$ cat config.mk
export PLATFORM = sky130hd
export DESIGN_NAME = cp0_exc_unit
export DESIGN_NICKNAME = d
export VERILOG_FILES = /design/src/rtl/cp0_exc_unit.sv
export SDC_FILE = /design/constraint.sdc
export NUM_CORES = 1
export LEC_CHECK = 0
export BUFFER_PORTS_ARGS = -buffer_cell sky130_fd_sc_hd__buf_2
export CORE_ASPECT_RATIO = 0.8
export CORE_MARGIN = 10
export CORE_UTILIZATION = 45
export CTS_CLUSTER_DIAMETER = 40
export DETAILED_ROUTE_END_ITERATION = 10
export PLACE_DENSITY = 0.82
export SLEW_MARGIN = 20
export SYNTH_ARGS = -nofsm -noshare
export SYNTH_HDL_FRONTEND = slang
export SYNTH_SLANG_ARGS = --single-unit
$ cat constraint.sdc
create_clock -name clk -period 4.1 [get_ports clk]
set_input_delay 0.41 -clock clk [delete_from_list [all_inputs] [get_ports clk]]
set_output_delay 0.41 -clock clk [all_outputs]
set_load 0.02 [all_outputs]
$ cat src/rtl/cp0_exc_unit.sv
// CP0 exception responder: takes M-stage exceptions/interrupts, records EPC/Cause/SR.EXL, serves mfc0/mtc0/eret.
// Optional macro CP0_BD_EN: branch-delay-slot tracking (Cause.BD and EPC rewind by 4).
module cp0_exc_unit #(
   parameter logic [31:0] PRID    = 32'h4D495053,
   parameter logic [31:0] HANDLER = 32'h00004180
) (
   input  logic        clk,
   input  logic        reset,
   input  logic        m_valid,
   input  logic [31:0] pc_m,
   input  logic        bd_m,
   input  logic [4:0]  exccode_m,
   input  logic        eret_m,
   input  logic        we,
   input  logic [4:0]  addr,
   input  logic [31:0] wdata,
   input  logic [5:0]  hwint,
   output logic [31:0] rdata,
   output logic        exc_req,
   output logic [31:0] handler_pc,
   output logic [31:0] epc_out
);

   localparam int unsigned XLEN = 32;
   localparam int unsigned IW   = 6;
   localparam int unsigned EW   = 5;

   localparam logic [4:0] A_SR    = 5'd12;
   localparam logic [4:0] A_CAUSE = 5'd13;
   localparam logic [4:0] A_EPC   = 5'd14;
   localparam logic [4:0] A_PRID  = 5'd15;

   // The state register doubles as SR.EXL.
   typedef enum logic {
      ST_NORMAL  = 1'b0,
      ST_HANDLER = 1'b1
   } state_t;

   state_t            state_q, state_d;
   logic [IW-1:0]     im_q, im_d;
   logic              ie_q, ie_d;
   logic [IW-1:0]     ip_q, ip_d;
   logic [EW-1:0]     exc_q, exc_d;
   logic              bd_q, bd_d;
   logic [XLEN-1:0]   epc_q, epc_d;

   logic              exl;
   logic              int_req;
   logic              exc_pend;
   logic              sr_wr;
   logic              epc_wr;
   logic              bd_cap;
   logic [XLEN-1:0]   epc_cap;

   assign exl      = (state_q == ST_HANDLER);
   assign int_req  = m_valid & ie_q & ~exl & (|(hwint & im_q));
   assign exc_pend = m_valid & ~exl & (exccode_m != EW'(0));
   assign exc_req  = int_req | exc_pend;
   assign sr_wr    = we & (addr == A_SR);
   assign epc_wr   = we & (addr == A_EPC);

   assign handler_pc = HANDLER;
   assign epc_out    = epc_wr ? wdata : epc_q;

`ifdef CP0_BD_EN
   assign bd_cap  = bd_m;
   assign epc_cap = bd_m ? (pc_m - XLEN'(4)) : pc_m;
`else
   logic unused_bd;
   assign unused_bd = bd_m;
   assign bd_cap    = 1'b0;
   assign epc_cap   = pc_m;
`endif

   always_ff @(posedge clk) begin
      if (!reset) begin
         state_q <= ST_NORMAL;
         im_q    <= '0;
         ie_q    <= 1'b0;
         ip_q    <= '0;
         exc_q   <= '0;
         bd_q    <= 1'b0;
         epc_q   <= '0;
      end else begin
         state_q <= state_d;
         im_q    <= im_d;
         ie_q    <= ie_d;
         ip_q    <= ip_d;
         exc_q   <= exc_d;
         bd_q    <= bd_d;
         epc_q   <= epc_d;
      end
   end

   // Update priority: exception, then eret (with SR mask write), then plain mtc0.
   always_comb begin
      state_d = state_q;
      im_d    = im_q;
      ie_d    = ie_q;
      ip_d    = hwint;
      exc_d   = exc_q;
      bd_d    = bd_q;
      epc_d   = epc_q;
      if (exc_req) begin
         state_d = ST_HANDLER;
         exc_d   = int_req ? EW'(0) : exccode_m;
         bd_d    = bd_cap;
         epc_d   = epc_cap;
      end else if (eret_m) begin
         state_d = ST_NORMAL;
         if (sr_wr) begin
            im_d = wdata[15:10];
            ie_d = wdata[0];
         end
         if (epc_wr) begin
            epc_d = wdata;
         end
      end else if (we) begin
         if (sr_wr) begin
            im_d    = wdata[15:10];
            ie_d    = wdata[0];
            state_d = wdata[1] ? ST_HANDLER : ST_NORMAL;
         end
         if (epc_wr) begin
            epc_d = wdata;
         end
      end
   end

   always_comb begin
      rdata = '0;
      case (addr)
         A_SR:    rdata = {16'h0, im_q, 8'h0, exl, ie_q};
         A_CAUSE: rdata = {bd_q, 15'h0, ip_q, 3'h0, exc_q, 2'h0};
         A_EPC:   rdata = epc_q;
         A_PRID:  rdata = PRID;
         default: rdata = '0;
      endcase
   end

endmodule

==> out/qor.csv, run 1 <==
metric,value,unit
status,completed,
finClkSkew,0.00779,ns
fmax,0.319,GHz
clk_path_buf_depth,2,
hpwl,7.91,mm
slew_viol_final,0,
cts_tree,built,
synth_area,3120,µm²
grt-ovfl-total,0,
layout-drive-gt1-share,0.415,
grt_max_degree,65,
grt_pass1_vias,3132,
timing.final.crit_share,0.765,
setup_viol,0,
fp.dieH,94.4,µm
fin_nets,564,
syn_to_final_growth,23.6,%
worstMarginPinSlew,0.946,ns
ys_seq_area_frac,0.328,
core_area,6790,µm²
gr-usage-all-layers,0.186,
drt_wl_total,10.6,mm
n_fill_cell,638,
rrSetupSlack,1.77,ns
hp-class,in2reg,
yosys_warnings,0,
cts.repair.resized,0,
slew-limit-headroom,0.368,
synth_edf_count,0,
met2_usage,0.304,
root_buffer,clkbuf_8,
hold_slack,0.326,ns
fp-row-count,27,
ir_worst_vdd,0.000275,V
synth_top_area_frac,0.328,
start_kind,input port,
period_needed,3.14,ns
critPathCaptureType,output port,
rsz0062_at_grt,false,
grt_use_met1,0.206,
clk_latency,0.31,ns
antenna_found_initial,1,
path_max_fanout,32,
cts-htree-levels,2,
busiest_layer,met2,
hold_buffers,0,
vias,2954,
synth.most_common_cell,dfxtp_1,
powerDensity,315,nW/µm²
drc,0,
drt_iter0_drc,173,
hold_viol,0,
clock_sinks,51,
synth_ff_type,dfxtp_1,
p_leak,0.00224,µW
dp_cells,558,
fin_util,0.567,
synth-seq-cells,51,
synthTopCellsByArea,"dfxtp_1 33%, mux2_2 11%, buf_4 8.2%",
path_class,in2out,
async_flop_share,0,
wl_per_cell,18.6,µm
die_area,10700,µm²
use_met3,0.104,
setup_tns,0,ns
cts-buffers-inserted,5,
port-buffer-count,149,
postRouteAntennaNets,0,
maxCapViolations,0,
postCtsSetupRepairBufs,0,
initial_core_util,0.459,
dr.pass1.iters,4,
synthDistinctLibCells,34,
synth_area_leader_cell,dfxtp_1,
chipWidth,113,µm
p_total,1210,µW
place_congestion,0.787,
syn_area_per_cell,8.90,µm²
synth_commonest_cells,"51 x dfxtp_1, 36 x nand2_1, 34 x buf_4, 30 x mux2_2, 28 x nor2_1",
grt_pass1_wl,16.3,mm
syn_inst,350,
crit_required,3.69,ns
arrival,2.73,ns
via_per_inst,5.21,
layoutNonFillerInstCount,567,
pin_count,183,
clk_pin_slew,0.09,ns
## worst paths after layout
path | startpoint | endpoint | cells past startpoint
worst max-delay path | addr[1] | epc_out[13] | 6
worst min-delay path | hwint[3] | ip_q[3] | 2
worst max register to register | im_q[0] | im_q[0] | 4
worst min register to register | exc_q[1] | exc_q[1] | 2
## layer usage
metal / wire [µm] / up-vias / share of wire
met5: 0 / - / 0
met4: 150 / 0 / 0.014
met3: 1340 / 12 / 0.13
met2: 4890 / 130 / 0.46
met1: 4180 / 1379 / 0.40
li1: - / 1433 / -
## placed cells by master, fill, tap and decap left out, types with 2 or more instances in the layout
cell,netlist,layout
buf_2,11,148
dfxtp_1,51,51
nand2_1,36,36
conb_1,2,32
mux2_2,30,30
nor2_1,28,28
a21oi_1,22,22
a21o_1,22,22
o211a_1,22,22
and3_1,14,14
mux2i_1,11,11
a41o_1,10,10
and2_1,6,6
clkbuf_8,0,6
buf_4,34,6
a22oi_1,5,5
o21ai_0,4,4
mux2_1,4,4
a22o_1,3,3
nor2b_1,3,3
o221a_2,2,2
## metrics by stage
| stage | setup WS, ns | cell area [µm²] |
|---|---|---|
| 6_report | 0.963 | 3850 |
| 5_1_grt | 0.819 | 3850 |
| 4_1_cts | 0.980 | 3840 |
| 3_5_place_dp | 0.983 | 3730 |
| 3_3_place_gp | 0.992 | 3730 |
| 2_1_floorplan | 2.21 | 3230 |
## logic make-up after synthesis
group / Yosys count / synth area share
muxes: 45 / 0.158
AOI/OAI and AO/OA: 94 / 0.242
buffers and inverters: 64 / 0.130
DFF: 51 / 0.328
other: 2 / 0.00241
and+or+nand+nor: 94 / 0.140
## area by class of cell
type                    count  area (µm²)  share of cell area
well taps                  87         109              0.0283
repair buffers            154         786               0.204
clock inverters             2        35.0             0.00910
multi-input cells         265        1810               0.470
diodes                      1        2.50            0.000650
inverters                   1        3.75            0.000975
flip-flops and latches     51        1020               0.265
clock buffers               6        82.6              0.0214
## state kept, by name (all words and copies together) (netlist names)
signal  flops
exc_q       5
exl         1
ip_q        6
ie_q        1
epc_q      32
im_q        6
## critical path, cell delays in order
cell and delay [ns]:
buf_2 0.30, nor2b_1 0.17, buf_4 0.27, nand3_2 0.75
mux2_1 0.63, buf_2 0.18
## where the power goes
group          internal (µW)  switching (µW)  leakage, µW
Combinational            116             180      0.00176
Sequential               528            14.3     0.000421
Clock                    198             175    0.0000612
Note: power is estimated with default switching activity, not from simulation.
==> run 2: changes to the inputs <==
--- a/config.mk
+++ b/config.mk
@@ -8,10 +8,10 @@
 export BUFFER_PORTS_ARGS = -buffer_cell sky130_fd_sc_hd__buf_2
 export CORE_ASPECT_RATIO = 0.8
 export CORE_MARGIN = 10
-export CORE_UTILIZATION = 45
+export CORE_UTILIZATION = 44
 export CTS_CLUSTER_DIAMETER = 40
 export DETAILED_ROUTE_END_ITERATION = 10
-export PLACE_DENSITY = 0.82
+export PLACE_DENSITY = 0.81
 export SLEW_MARGIN = 20
 export SYNTH_ARGS = -nofsm -noshare
 export SYNTH_HDL_FRONTEND = slang
==> constraint.sdc (replaced) <==
create_clock -name clk -period 3.1 [get_ports clk]
set_input_delay 0.31 -clock clk [delete_from_list [all_inputs] [get_ports clk]]
set_output_delay 0.31 -clock clk [all_outputs]
set_load 0.02 [all_outputs]
==> out/qor.csv, run 2 (same netlist as run 1, synthesis figures left out) <==
metric,value,unit,change
status,completed,,unchanged
p_leak,0.00227,µW,was 0.00224 µW
diodes,0,,was 1
critPathCaptureType,output port,,unchanged
cts.repair.resized,0,,unchanged
final_cell_mix,"149 x buf_2, 51 x dfxtp_1, 36 x nand2_1",,"was 148 x buf_2, 51 x dfxtp_1, 36 x nand2_1"
critPathTopFamily,buffers and inverters,,was simple AND/OR/NAND/NOR gates
clk_pin_slew,0.10,ns,was 0.09 ns
worstHoldStart,hwint[1],,was hwint[3]
start_kind,input port,,unchanged
clk_latency,0.30,ns,was 0.31 ns
reg2reg_depth,4,,unchanged
pwr-share-seq,0.449,,was 0.448
place_congestion,0.795,,was 0.787
crit_chain,buf_2 > nor2b_1 > nand3_2 > buf_12 > mux2_1 > buf_2,,was buf_2 > nor2b_1 > buf_4 > nand3_2 > mux2_1 > buf_2
hpwl,8.16,mm,was 7.91 mm
via_per_inst,5.34,,was 5.21
rsz0062_at_grt,false,,unchanged
initial_core_util,0.452,,was 0.459
regMostFlops,epc_q,,unchanged
chipWidth,114,µm,was 113 µm
clock_sinks,51,,unchanged
switching_power,482,µW,was 369 µW
postRouteAntennaNets,0,,unchanged
reg2reg_from,im_q[0],,unchanged
drc,0,,unchanged
wl_per_cell,18.6,µm,about the same
timing.final.crit_share,0.785,,
powerDensity,411,nW/µm²,was 315 nW/µm²
fp.dieH,95.3,µm,was 94.4 µm
power_frac_comb,0.246,,was 0.244
setup_ws,0.665,ns,was 0.963 ns
postCtsSetupRepairBufs,0,,unchanged
slew-limit-headroom,0.509,,was 0.368
crit_slowest_cell,nand3_2,,unchanged
min_path_cells,2,,unchanged
fin_util,0.564,,was 0.567
dp_slack,0.667,ns,was 0.983 ns
setup_viol,0,,unchanged
port-buffer-count,149,,unchanged
cpPeakStageDelay,0.42,ns,was 0.75 ns
path_buf_inv,3,,unchanged
drt_iter0_drc,170,,was 173
hold_viol,0,,unchanged
final_common_cell,buf_2,,unchanged
fp-row-count,27,,unchanged
cts-buffers-inserted,5,,unchanged
ir_worst_vdd,0.000214,V,was 0.000275 V
cts-htree-levels,2,,unchanged
top_regs,"epc_q (32), im_q (6), ip_q (6)",,unchanged
hp-class,in2reg,,unchanged
rrSetupSlack,1.27,ns,was 1.77 ns
grt_pass1_wl,16.3,mm,about the same
cts_tree,built,,unchanged
internal-power,1120,µW,was 842 µW
clk_path_buf_depth,2,,unchanged
path_max_fanout,17,,was 32
grt-ovfl-total,0,,unchanged
core_area,6890,µm²,was 6790 µm²
placed_area,3770,µm²,was 3730 µm²
cp_common_cell,buf_2,,unchanged
setup_tns,0,ns,unchanged
fmax,0.411,GHz,
hold_buffers,0,,unchanged
syn_to_final_growth,24.8,%,was 23.6%
arrival,2.12,ns,was 2.73 ns
grt_pass1_vias,3137,,was 3132
clkPwrFrac,0.305,,was 0.308
design_area,3890,µm²,was 3850 µm²
path_class,in2out,,unchanged
slew_viol_final,0,,unchanged
crit_required,2.79,ns,was 3.69 ns
grt_max_degree,42,,was 65
gr-usage-all-layers,0.183,,was 0.186
antenna_found_initial,1,,unchanged
largest_reg_flops,32,,unchanged
root_buffer,clkbuf_8,,unchanged
vias,3043,,was 2954
finClkSkew,0.00799,ns,was 0.00779 ns
maxCapViolations,0,,unchanged
min_to,ip_q[1],,was ip_q[3]
pin_count,183,,unchanged
sw_frac_of_total,0.302,,was 0.305
fin_nets,568,,was 564
die_area,10900,µm²,was 10700 µm²
layout-drive-gt1-share,0.420,,was 0.415
worstMarginPinSlew,0.737,ns,was 0.946 ns
p_total,1600,µW,was 1210 µW
r2r_end,epc_q[16],,was im_q[0]
period_needed,2.43,ns,
dr.pass1.iters,4,,unchanged
drt_wl_total,10.6,mm,about the same
==> run 2: changes by cell type in the layout (fill, tap and decap cells not counted), sizes merged <==
cell | previous run | this run
diode | 1 | 0
buf | 154 | 158
==> run 2: power by group through the flow <==
stage / combinational, µW / sequential, µW / clock [µW]
2_1_floorplan: 293 / 726 / 0
3_3_place_gp: 385 / 730 / 0
6_report: 393 / 718 / 487
3_5_place_dp: 393 / 733 / 0
5_1_grt: 429 / 723 / 527
4_1_cts: 395 / 717 / 498
==> run 2: how the worst max path moves through the flow <==
stage / start / to / depth (start not counted)
finish: addr[1] / epc_out[10] / 6
global route: addr[1] / epc_out[10] / 6
CTS: addr[1] / epc_out[10] / 6
detailed placement: addr[1] / epc_out[10] / 6
global placement: addr[1] / epc_out[10] / 6
floorplan: addr[4] / epc_q[11] / 6
==> run 2: metal layers <==
layer  wire length [µm]  track usage  share of wire  vias to the layer above
met3               1300       0.0866           0.12                       10
li1                   -            -              -                     1444
met1               4250        0.208           0.40                     1440
met5                  0            0              0                        -
met4                 80       0.0313         0.0075                        0
met2               4980        0.310           0.47                      149
==> run 2: cell type report <==
class                      instances  area (µm²)
fill                             657        3000
multi-input combinational        265        1810
sequential                        51        1020
timing repair buffer             158         826
tap                               87         109
clock buffer                       6        82.6
clock inverter                     2        35.0
inverter                           1        3.75
==> run 2: per-stage QoR <==
stage               std cells  hold WS [ns]
floorplan                 380         0.432
global placement          562         0.446
detailed placement        562         0.447
CTS                       570         0.211
global route              570         0.209
finish                    570         0.217
